[config.mk]
export PLATFORM = sky130hd
export DESIGN_NAME = step_sequencer
export DESIGN_NICKNAME = d
export VERILOG_FILES = /design/src/rtl/seq_pkg.sv /design/src/rtl/step_table.sv /design/src/rtl/step_sequencer.sv
export SDC_FILE = /design/constraint.sdc
export NUM_CORES = 1
export LEC_CHECK = 0
export BUFFER_PORTS_ARGS = -buffer_cell sky130_fd_sc_hd__buf_2
export CAP_MARGIN = 40
export CELL_PAD_IN_SITES_DETAIL_PLACEMENT = 0
export CELL_PAD_IN_SITES_GLOBAL_PLACEMENT = 2
export CORE_MARGIN = 5
export CORE_UTILIZATION = 38
export CTS_BUF_LIST = sky130_fd_sc_hd__clkbuf_8
export CTS_CLUSTER_DIAMETER = 120
export DETAILED_ROUTE_END_ITERATION = 7
export GPL_ROUTABILITY_DRIVEN = 0
export PLACE_DENSITY = 0.84
export SLEW_MARGIN = 30
export SYNTH_ARGS = -nofsm -noshare
export SYNTH_HDL_FRONTEND = slang
export SYNTH_SLANG_ARGS = --single-unit
export TNS_END_PERCENT = 50
[constraint.sdc]
create_clock -name clk -period 3.31 [get_ports clk]
set_input_delay 0.8275 -clock clk [delete_from_list [all_inputs] [get_ports clk]]
set_output_delay 0.8275 -clock clk [all_outputs]
set_load 0.02 [all_outputs]
[src/rtl/seq_pkg.sv]
// Shared types and default widths for the step sequencer.
package seq_pkg;

    localparam int unsigned DEF_BITLEN = 8;
    localparam int unsigned DEF_DURW   = 4;

    typedef enum logic [1:0] {
        IDLE,
        PLAY,
        PAUSED
    } seq_state_t;

    typedef struct packed {
        logic [DEF_BITLEN-1:0] lim;
        logic [DEF_DURW-1:0]   dur;
    } step_t;

endpackage

[src/rtl/step_table.sv]
// Step table: register file with synchronous write and clear, two asynchronous read ports.
module step_table #(
    parameter int unsigned STEPS = 8,
    parameter int unsigned WIDTH = 12
) (
    input  logic                     clk,
    input  logic                     n_rst,
    input  logic                     wr_en,
    input  logic [$clog2(STEPS)-1:0] wr_addr,
    input  logic [WIDTH-1:0]         wr_data,
    input  logic [$clog2(STEPS)-1:0] rd_addr_a,
    output logic [WIDTH-1:0]         rd_data_a,
    input  logic [$clog2(STEPS)-1:0] rd_addr_b,
    output logic [WIDTH-1:0]         rd_data_b
);

    logic [STEPS-1:0][WIDTH-1:0] mem_q, mem_d;

    always_comb begin
        mem_d = mem_q;
        if (wr_en) begin
            mem_d[wr_addr] = wr_data;
        end
    end

    always_ff @(posedge clk) begin
        if (n_rst) begin
            mem_q <= '0;
        end else begin
            mem_q <= mem_d;
        end
    end

    assign rd_data_a = mem_q[rd_addr_a];
    assign rd_data_b = mem_q[rd_addr_b];

endmodule

[src/rtl/step_sequencer.sv]
// Plays a programmable list of {divider limit, beat duration} steps onto the tone divider.
module step_sequencer
    import seq_pkg::*;
#(
    parameter int unsigned BITLEN = 8,
    parameter int unsigned STEPS  = 8,
    parameter int unsigned DURW   = 4
) (
    input  logic                     clk,
    input  logic                     n_rst,
    input  logic                     wr_en,
    input  logic [$clog2(STEPS)-1:0] wr_addr,
    input  logic [BITLEN-1:0]        wr_lim,
    input  logic [DURW-1:0]          wr_dur,
    input  logic                     start,
    input  logic                     pause,
    input  logic                     stop,
    input  logic                     loop_en,
    input  logic                     beat_tick,
    output logic [BITLEN-1:0]        div_lim,
    output logic                     div_en,
    output logic                     div_restart,
    output logic [$clog2(STEPS)-1:0] step_idx,
    output logic                     busy,
    output logic                     done
);

    localparam int unsigned IW = $clog2(STEPS);
    localparam int unsigned EW = BITLEN + DURW;

    seq_state_t        state_q, state_d;
    logic [BITLEN-1:0] lim_q, lim_d;
    logic              en_q, en_d;
    logic              restart_q, restart_d;
    logic [IW-1:0]     idx_q, idx_d;
    logic [DURW-1:0]   rem_q, rem_d;
    logic              busy_q, busy_d;
    logic              done_q, done_d;

    logic [EW-1:0]     ent_first, ent_next;
    logic [IW-1:0]     nxt_idx;
    logic              at_last;
    logic              do_load, load_first;
    logic [BITLEN-1:0] ld_lim;
    logic [DURW-1:0]   ld_dur;
    logic [IW-1:0]     ld_idx;

    assign nxt_idx = idx_q + 1'b1;
    assign at_last = (idx_q == IW'(STEPS - 1));

    step_table #(
        .STEPS (STEPS),
        .WIDTH (EW)
    ) u_table (
        .clk       (clk),
        .n_rst     (n_rst),
        .wr_en     (wr_en),
        .wr_addr   (wr_addr),
        .wr_data   ({wr_lim, wr_dur}),
        .rd_addr_a ('0),
        .rd_data_a (ent_first),
        .rd_addr_b (nxt_idx),
        .rd_data_b (ent_next)
    );

    // Load source is either step 0 (start / loop wrap) or the following step.
    always_comb begin
        ld_lim = load_first ? ent_first[EW-1:DURW] : ent_next[EW-1:DURW];
        ld_dur = load_first ? ent_first[DURW-1:0]  : ent_next[DURW-1:0];
        ld_idx = load_first ? '0 : nxt_idx;
    end

    always_comb begin
        state_d    = state_q;
        lim_d      = lim_q;
        en_d       = en_q;
        idx_d      = idx_q;
        rem_d      = rem_q;
        restart_d  = 1'b0;
        done_d     = 1'b0;
        do_load    = 1'b0;
        load_first = 1'b0;

        if (stop) begin
            state_d = IDLE;
            lim_d   = '0;
            en_d    = 1'b0;
            idx_d   = '0;
            rem_d   = '0;
        end else begin
            unique case (state_q)
                IDLE: begin
                    if (start) begin
                        if (ent_first[DURW-1:0] == '0) begin
                            done_d = 1'b1;
                        end else begin
                            do_load    = 1'b1;
                            load_first = 1'b1;
                            state_d    = PLAY;
                        end
                    end
                end
                PLAY: begin
                    if (pause) begin
                        state_d = PAUSED;
                        en_d    = 1'b0;
                    end else if (beat_tick) begin
                        if (rem_q > DURW'(1)) begin
                            rem_d = rem_q - 1'b1;
                        end else if (at_last || ent_next[DURW-1:0] == '0) begin
                            if (loop_en) begin
                                do_load    = 1'b1;
                                load_first = 1'b1;
                            end else begin
                                state_d = IDLE;
                                lim_d   = '0;
                                en_d    = 1'b0;
                                idx_d   = '0;
                                rem_d   = '0;
                                done_d  = 1'b1;
                            end
                        end else begin
                            do_load = 1'b1;
                        end
                    end
                end
                PAUSED: begin
                    if (start) begin
                        state_d = PLAY;
                        en_d    = (lim_q != '0);
                    end
                end
                default: state_d = IDLE;
            endcase
        end

        if (do_load) begin
            lim_d     = ld_lim;
            en_d      = (ld_lim != '0);
            restart_d = 1'b1;
            idx_d     = ld_idx;
            rem_d     = ld_dur;
        end

        busy_d = (state_d != IDLE);
    end

    always_ff @(posedge clk) begin
        if (n_rst) begin
            state_q   <= IDLE;
            lim_q     <= '0;
            en_q      <= 1'b0;
            restart_q <= 1'b0;
            idx_q     <= '0;
            rem_q     <= '0;
            busy_q    <= 1'b0;
            done_q    <= 1'b0;
        end else begin
            state_q   <= state_d;
            lim_q     <= lim_d;
            en_q      <= en_d;
            restart_q <= restart_d;
            idx_q     <= idx_d;
            rem_q     <= rem_d;
            busy_q    <= busy_d;
            done_q    <= done_d;
        end
    end

    assign div_lim     = lim_q;
    assign div_en      = en_q;
    assign div_restart = restart_q;
    assign step_idx    = idx_q;
    assign busy        = busy_q;
    assign done        = done_q;

endmodule

==> impl_metrics.env <==
export IMPL_via_count=4660
export IMPL_finalCritPeriodShare_pct=92.8
export IMPL_ys_top_cells_by_area="dfxtp_1, nand2_1, a21oi_1"
export IMPL_vias_per_cell=5.36
export IMPL_rr_endpoint="div_lim[6]"
export IMPL_io_pins=38
export IMPL_path_delay_family="multiplexers"
export IMPL_layout_commonest_cell="nand2_1"
export IMPL_numPortBuffers=37
export IMPL_p_leak_nw=2.12
export IMPL_worstSetupEndpointType="flip-flop"
export IMPL_power_density_nw_per_um2=464
export IMPL_layout_drive_gt1_share_pct=18.4
export IMPL_cap_violations=0
export IMPL_start_util_pct=38.9
export IMPL_grt_max_degree=85
export IMPL_cts_tree="done"
export IMPL_clkLatencyLatePin_ps=430
export IMPL_max_freq_mhz=326
export IMPL_fin_area_sq_um=6120
export IMPL_postRouteAntennaNets=0
export IMPL_yosysSeqAreaShare_pct=43.2
export IMPL_syn_area_sq_um=5420
export IMPL_clockBufferDepth=2
export IMPL_rsz0062_at_grt="no"
export IMPL_crit_chain="ha_1 > buf_4 > mux4_2 > mux2_2 > or4_4 > a21oi_4 > mux2i_1 > o21ai_1"
export IMPL_antenna_cells=0
export IMPL_slowest_stage="or4_4"
export IMPL_min_period_ps=3070
export IMPL_clock_skew_ps=8.72
export IMPL_firstDrtPassIters=5
export IMPL_fin_cells=870
export IMPL_syn_area_per_cell_sq_um=8.28
export IMPL_dieHeight_um=129
export IMPL_synthFlopType="dfxtp_1"
export IMPL_ys_ff_latch=117
export IMPL_wirelength_um=15000
export IMPL_hold_viol_final=0
export IMPL_tightest_slew_ps=667
export IMPL_slew_viol_final=0
export IMPL_post_cts_resized=0
export IMPL_cts_root_buf="clkbuf_8"
export IMPL_core_sq_um=13900
export IMPL_reg2reg_slack_ps=240
export IMPL_path_class="flip-flop to flip-flop"
export IMPL_holdWs_ps=455
export IMPL_cp_startpoint="step_idx[1]"
export IMPL_clk_pin_slew_ps=70
export IMPL_place_ws_ps=224
export IMPL_die_w_um=129
export IMPL_syn_num_nets=686
export IMPL_clock_sinks=117
export IMPL_syn_inst=655
export IMPL_p_total_mw=2.84
export IMPL_rows=43
export IMPL_grt_pass1_vias=4510
export IMPL_fin_util_pct=43.9
export IMPL_die_area_sq_um=16800
export IMPL_setup_violations=0
export IMPL_slew_limit_headroom_pct=55.4
export IMPL_yosysUniqueCellTypes=39
export IMPL_cp_depth=8
export IMPL_synth_top_area_cell="dfxtp_1"
export IMPL_drc=0
export IMPL_place_hpwl_um=10300
export IMPL_nets=709
export IMPL_critical_path_endpoint="div_lim[6]"
export IMPL_async_flop_share_pct=0
export IMPL_drtIter0Drc=266
export IMPL_grt_pass1_wl_um=23900
export IMPL_critPathLaunchType="flip-flop"
export IMPL_hp_class="flip-flop to flip-flop"
export IMPL_synth_edff_count=0
export IMPL_status="complete, no violations"
export IMPL_hold_depth=2
export IMPL_rr_worst_depth=8
export IMPL_place_area_sq_um=5740
export IMPL_fin_ws_ps=238
export IMPL_cts_hold_buf=0
export IMPL_critPathRequiredTime_ps=3620
export IMPL_grt_overflow=0
export IMPL_cp_arrival_ps=3380
export IMPL_antenna_found_initial=0
export IMPL_syn_to_final_growth_pct=12.8
export IMPL_critical_path_max_fanout=10
export IMPL_ir_drop_uv=218
export IMPL_grt_usage_pct=18.6
export IMPL_yosysTopAreaCellShare_pct=43.2
export IMPL_yosysWarningCount=0
export IMPL_rr_startpoint="step_idx[1]"
export IMPL_crit_path_max_incr_delay_ps=590
export IMPL_worstPathBufferInverterCount=1
export IMPL_h_tree_depth=4
export IMPL_wire_per_inst_um=17.2
export IMPL_cts_buffers=17
export IMPL_cts_setup_buffers=0
export IMPL_final_cell_mix="nand2_1, dfxtp_1, a21oi_1"
export IMPL_finalSetupTns_ps=0
export IMPL_place_inst=838
-- cell usage after synthesis, types with 2 or more instances --
| library cell | n |
|---|---|
| a211o_1 | 2 |
| a21oi_1 | 108 |
| a21oi_4 | 2 |
| a31oi_1 | 4 |
| buf_1 | 4 |
| buf_2 | 2 |
| buf_6 | 2 |
| clkbuf_1 | 34 |
| clkbuf_2 | 9 |
| dfxtp_1 | 117 |
| ha_1 | 8 |
| inv_1 | 8 |
| mux2_2 | 12 |
| mux2i_1 | 13 |
| mux4_2 | 24 |
| nand2_1 | 216 |
| nand2b_1 | 5 |
| nand3_1 | 7 |
| nor2_1 | 24 |
| nor2b_1 | 5 |
| nor3_1 | 7 |
| nor4_1 | 8 |
| o211ai_1 | 2 |
| o21ai_0 | 4 |
| o21ai_1 | 9 |
| o22ai_1 | 4 |
| o41ai_1 | 2 |
| or3_1 | 2 |
-- worst reg2reg max path, stage by stage (launching register included) --
cell     delay [ps]
dfxtp_1         330
ha_1            300
buf_4           210
mux4_2          520
mux2_2          330
or4_4           600
a21oi_4         340
mux2i_1         260
o21ai_1          70
-- logic make-up after synthesis --
logic type | synth area share [%]
compound gates | 14.4
fa+ha+maj | 1.85
buf+inv | 4.68
flops | 43.2
mux | 14.9
simple gates | 21.0
-- state kept, by name, summed over array words and instances, names as in the netlist --
| name | flops |
|---|---|
| u_table.mem_q | 96 |
| step_idx | 3 |
| busy | 1 |
| div_lim | 8 |
| done | 1 |
| state_q | 2 |
| rem_q | 4 |
| div_en | 1 |
| div_restart | 1 |
-- metal layers --
layer / GRT usage (%) / vias up / wire length, um
met4: 6.72 / 0 / 252
met1: 24.7 / 2239 / 7060
met5: 0 / - / 0
met3: 3.71 / 18 / 730
li1: - / 2280 / -
met2: 30.1 / 123 / 6950
-- cell type report --
type / instances / area, sq um
well taps: 180 / 225
repair buffers: 55 / 333
multi-input cells: 478 / 2830
inverters: 9 / 33.8
clock inverters: 13 / 111
clock buffers: 18 / 248
flip-flops and latches: 117 / 2340
fillers: 1385 / 7810
-- worst min path at each step --
stage	from	end
finish	u_table.mem_q[77]	u_table.mem_q[77]
global route	u_table.mem_q[19]	u_table.mem_q[19]
CTS	u_table.mem_q[43]	u_table.mem_q[43]
detailed placement	u_table.mem_q[43]	u_table.mem_q[43]
global placement	u_table.mem_q[67]	u_table.mem_q[67]
floorplan	u_table.mem_q[47]	u_table.mem_q[47]
-- where the power goes --
group / total [mW] / internal, mW / leakage (nW) / switching [mW]
clock network: 1.19 / 0.602 / 0.176 / 0.586
registers: 1.45 / 1.43 / 0.946 / 0.0162
logic: 0.198 / 0.0677 / 1.00 / 0.131
total: 2.84 / 2.10 / 2.12 / 0.733
(Power assumes the default switching activity.)
